==> config.mk <==
export PLATFORM = sky130hd
export DESIGN_NAME = alu_arbiter_ctrl
export DESIGN_NICKNAME = d
export VERILOG_FILES = /design/src/rtl/alu_arbiter_ctrl.sv
export SDC_FILE = /design/constraint.sdc
export NUM_CORES = 1
export LEC_CHECK = 0
export ABC_CLOCK_PERIOD_IN_PS = 1800
export BUFFER_PORTS_ARGS = -buffer_cell sky130_fd_sc_hd__buf_2
export CORE_UTILIZATION = 44
export CTS_CLUSTER_DIAMETER = 30
export DETAILED_ROUTE_END_ITERATION = 8
export GPL_TIMING_DRIVEN = 0
export HOLD_SLACK_MARGIN = 0.05
export PLACE_DENSITY_LB_ADDON = 0.25
export SLEW_MARGIN = 20
export SYNTH_ARGS = -nofsm -noshare
export SYNTH_HDL_FRONTEND = slang
export SYNTH_SLANG_ARGS = --single-unit
==> constraint.sdc <==
create_clock -name clk -period 1.8 [get_ports clk]
set_input_delay 0.36 -clock clk [delete_from_list [all_inputs] [get_ports clk]]
set_output_delay 0.36 -clock clk [all_outputs]
set_load 0.02 [all_outputs]
==> src/rtl/alu_arbiter_ctrl.sv <==
// Two-requester round-robin front end for a shared combinational 4-bit ALU.
// One operation is in flight at a time: IDLE (grant/accept) -> ISSUE (drive ALU) -> RESP (hold result).
module alu_arbiter_ctrl #(
  parameter logic [2:0] OP_MAX = 3'd4
) (
  input  logic       clk,
  input  logic       rst,
  input  logic       req0_valid,
  output logic       req0_ready,
  input  logic [3:0] req0_a,
  input  logic [3:0] req0_b,
  input  logic [2:0] req0_sel,
  input  logic       req1_valid,
  output logic       req1_ready,
  input  logic [3:0] req1_a,
  input  logic [3:0] req1_b,
  input  logic [2:0] req1_sel,
  output logic [3:0] alu_a,
  output logic [3:0] alu_b,
  output logic [2:0] alu_sel,
  input  logic [3:0] alu_result,
  input  logic       alu_carry,
  output logic       resp_valid,
  input  logic       resp_ready,
  output logic       resp_id,
  output logic       resp_err,
  output logic [3:0] resp_result,
  output logic       resp_carry,
  output logic       busy
);

  typedef enum logic [1:0] {
    IDLE  = 2'd0,
    ISSUE = 2'd1,
    RESP  = 2'd2
  } state_t;

  state_t     state, state_next;
  logic       last_grant;
  logic       grant_any;
  logic       grant_id;
  logic       accept;
  logic       op_id;
  logic       op_err;
  logic [3:0] grant_a;
  logic [3:0] grant_b;
  logic [2:0] grant_sel;

  // With both requesters contending, the one not served last time wins.
  always_comb begin
    grant_any = req0_valid | req1_valid;
    grant_id  = (req0_valid && req1_valid) ? ~last_grant : req1_valid;
    grant_a   = grant_id ? req1_a   : req0_a;
    grant_b   = grant_id ? req1_b   : req0_b;
    grant_sel = grant_id ? req1_sel : req0_sel;
  end

  always_ff @(posedge clk) begin
    if (rst) state <= IDLE;
    else     state <= state_next;
  end

  always_comb begin
    state_next = state;
    req0_ready = 1'b0;
    req1_ready = 1'b0;
    accept     = 1'b0;
    busy       = (state != IDLE);
    case (state)
      IDLE: begin
        if (grant_any && !rst) begin
          req0_ready = ~grant_id;
          req1_ready = grant_id;
          accept     = 1'b1;
          state_next = ISSUE;
        end
      end
      ISSUE: state_next = RESP;
      RESP: begin
        if (resp_ready) state_next = IDLE;
      end
      default: state_next = IDLE;
    endcase
  end

  // Illegal opcodes are still accepted, but the ALU sees a harmless add and the
  // response is forced to zero with the error flag set.
  always_ff @(posedge clk) begin
    if (rst) begin
      last_grant  <= 1'b1;
      op_id       <= 1'b0;
      op_err      <= 1'b0;
      alu_a       <= 4'd0;
      alu_b       <= 4'd0;
      alu_sel     <= 3'd0;
      resp_valid  <= 1'b0;
      resp_id     <= 1'b0;
      resp_err    <= 1'b0;
      resp_result <= 4'd0;
      resp_carry  <= 1'b0;
    end else begin
      case (state)
        IDLE: begin
          if (accept) begin
            alu_a      <= grant_a;
            alu_b      <= grant_b;
            alu_sel    <= (grant_sel > OP_MAX) ? 3'd0 : grant_sel;
            op_err     <= (grant_sel > OP_MAX);
            op_id      <= grant_id;
            last_grant <= grant_id;
          end
        end
        ISSUE: begin
          resp_valid  <= 1'b1;
          resp_id     <= op_id;
          resp_err    <= op_err;
          resp_result <= op_err ? 4'd0 : alu_result;
          resp_carry  <= op_err ? 1'b0 : alu_carry;
          alu_a       <= 4'd0;
          alu_b       <= 4'd0;
          alu_sel     <= 3'd0;
        end
        RESP: begin
          if (resp_ready) begin
            resp_valid  <= 1'b0;
            resp_id     <= 1'b0;
            resp_err    <= 1'b0;
            resp_result <= 4'd0;
            resp_carry  <= 1'b0;
          end
        end
        default: ;
      endcase
    end
  end

endmodule

==> results list <==
* Number of antenna violations at the first check in global routing: 0
* Relative slew slack: 0.557
- By count the netlist is led by dfxtp_1, inv_1, nor2_1.
* Mux contribution to synthesized area: 0.0298
- Setup repair after global routing could not meet its margin everywhere.
- Of the total synthesized cell area, the portion taken by AND, OR, NAND and NOR gates is 0.221.
* Horizontal die dimension: roughly 51 um
- The analysis attributes to cell leakage a power of roughly 0.72 nW.
* Total nets after synthesis: 140
- Entering global routing, the biggest net connects 14 pins.
- Count of flip-flops with a built-in enable after synthesis: 0
- STA classifies the critical path endpoint as a primary output.
* Total power per unit cell area: 824 nW/um^2
* YS warnings: 0
- Hold Worst Slack: 260 ps
* F_max: between 0.5 and 0.6 GHz
- The flow ran to the end, and the final reports show no timing, DRC or antenna violations.
- Fraction of the mapped netlist area in compound gates: 0.232
- RePlAce Congestion: 0.690
* N_diodes: 0
- Setup TNS Final: 0 ps
* Initial Util: 0.470
- The path class of the tightest hold or removal check is in2reg.
- Max-slew violations: 0
- For this design the top-level I/O count stands at 54.
- DRC violations left: 0
- Sorting the synthesized cells by area gives the leading types as dfxtp_1, a221o_1, inv_1.
- Via count of the first global-routing pass: 978
- After the first detailed-routing iteration, the DRC count stood at 19.
- Maximum root-to-sink buffer count: 2
- Source-to-sink clock delay at the later pin of the worst-skew pair: about 320 ps
- The final route contains between 1k and 1.5k vias.
- Per-cell routed wire length: 12.8 um
- The area growth from synthesis to layout is 39.5%.
* 1st-pass router iterations: 7
* TritonCTS Buffers: 3
* Required time worst endpoint: 1440 ps
* Fraction of layout instances using a drive strength above 1: 0.447
* Count of input and output buffers: 53
* Number of distinct library cells after synthesis: 31
- Of the synthesized area, sequential elements account for 0.458.
- Of the total synthesized cell area, the portion taken by XOR and XNOR cells is 0.
- STA classifies the critical path startpoint as a flip-flop.
- The final layout contains routed wiring with a total length of 2530 um.
* Total half-perimeter wirelength after legalization and detailed placement: about 1900 um
- Die Area: approximately 2600 um^2
* Clock Skew: around 2.4 ps
* Main synth FF type: dfxtp_1
* Mean instance size in the synthesized netlist: roughly 9.7 um^2
- Net count of the finished layout: approximately 200
* Hold violation total from the final report: 0
- Worst Max-Slew Pin Slew: approximately 660 ps
- Die Height: 50.8 um
* Dominant cell type by area after synthesis: dfxtp_1
- Data arrives at the worst endpoint at 1430 ps.
- For the finished layout, the period the worst path requires is around 1800 ps.
- Most repeated cell in the gate-level netlist after synthesis: dfxtp_1
- Number of cells on the worst hold path: 3
- In this run, placement finished with an instance count of ~190.
- After technology mapping, the gate count stands at roughly 110.
- The number of cells on the worst reg-to-reg path is 4.
* Clock slew seen by the registers of the worst setup and hold paths: ~130 ps
* Global-route usage over all layers: 0.210
- The first global-routing pass estimated 4100 um of wire.
* Critical path fanouts, max: 2
- Peak ir drop on the vdd network: 0.492 mV
- Clock tree from TritonCTS: done
- CTS placed an instance of clkbuf_4 at the clock tree root.
- The total area inside the core boundary comes to between 2000 and 2500 um^2.
- After synthesis, the share of flip-flops with an asynchronous set or reset is 0.
- The floorplan has 17 rows.
- Dividing the detail-routed via count by the number of cells gives ~5.3.
- The layout has roughly 190 filler cells.
- Post-layout instance count excluding filler cells: about 200
- Dividing the final minimum period by the clock period gives 0.996.
- The detail route stage leaves a number of antenna-violating nets equal to 0.
- CTS built an H-tree with a depth of 1.
- Setup violations remaining at the end of the flow were counted as 0.
- The clock net in this run drives a total of 24 sinks.
- Post-synthesis instance area: about 1000 um^2
- Area share of fa/ha/maj cells after synthesis: 0
- Power, Total: 1.21 mW
- Number of synthesized register bits: 24
- By area, the combinational part of the netlist is dominated by compound AO/OA/AOI/OAI gates.
* Maximum capacitance violations: 0
* Setup Crit Path Kind: reg2out
- Post-cts hold buffer count: 0
- Area fraction of the dominant cell type after synthesis: 0.458
* GRT overflow: 0
report_power, final:
part	leakage (nW)	switching [mW]	internal, mW
Combinational	0.499	0.176	0.142
Clock	0.0210	0.164	0.124
Sequential	0.198	0.0231	0.577
Total	0.719	0.364	0.842
cell type report:
type | instances | area [um^2] | share of cell area
clock buffers | 4 | 36.3 | 0.0248
inverters | 12 | 45.0 | 0.0308
plain buffers | 4 | 30.0 | 0.0205
repair buffers | 58 | 315 | 0.215
multi-input cells | 68 | 514 | 0.351
flip-flops and latches | 24 | 488 | 0.333
well taps | 28 | 35.0 | 0.0239
per-layer routing:
metal,routed length [um],global-route usage
met1,1060,0.265
met2,1310,0.362
met3,129,0.0268
met4,33,0.0787
met5,0,0
placed cells by master, fill, tap and decap left out, drive strengths merged:
cell type | Yosys | final
a21oi | 4 | 4
a22o | 2 | 2
buf | 2 | 59
o21ba | 1 | 1
nor2 | 10 | 10
a311oi | 2 | 2
nor2b | 2 | 2
nand2b | 3 | 3
a21bo | 1 | 1
or2 | 1 | 1
a211oi | 1 | 1
a221o | 9 | 9
inv | 12 | 12
nor3 | 8 | 8
mux2i | 2 | 2
clkbuf | 2 | 7
nand2 | 1 | 1
dfxtp | 24 | 24
a32oi | 5 | 5
nand3b | 3 | 3
or3 | 3 | 3
nor3b | 4 | 4
a21o | 1 | 1
o21ai | 2 | 2
mux2 | 1 | 1
or3b | 2 | 2
through the flow:
step                       util  instance area [um^2]  worst slack (ps)
after global routing      0.655                  1460             -47.1
after floorplan               -                  1050               184
after global placement    0.604                  1350             -15.0
after CTS                 0.651                  1450             -14.7
after detailed placement  0.604                  1350             -11.4
final                     0.655                  1460              6.54
sequential cells by signal, indices dropped and copies added (netlist names):
name,cells
alu_a,4
alu_b,4
alu_sel,3
last_grant,1
op_err,1
op_id,1
resp_carry,1
resp_err,1
resp_id,1
resp_result,4
resp_valid,1
state,2
critical path, cell delays in order, from the launching register on:
cell,delay [ps]
dfxtp_4,370
or3_4,390
nor3b_4,200
buf_6,150
path summary, 6_finish.rpt:
kind,start,slack [ps],end
worst max register to register,state[0],240,alu_b[0]
worst min register to register,resp_valid,460,resp_valid
worst min-delay path,alu_result[1],260,resp_result[1]
worst max-delay path,state[1],7,req0_ready
timing repair:
item	CTS	global route
gates resized for setup	13	2
buffers inserted	4	1
hold endpoints to repair	0	0
pin swaps	2	3
cloned	0	0
endpoints found under the setup margin	2	2
cells by family after synthesis:
group,Yosys count
DFF,24
AOI/OAI and AO/OA,28
muxes,3
and+or+nand+nor,37
buffers and inverters,16
Note: power is estimated with default switching activity, not from simulation.
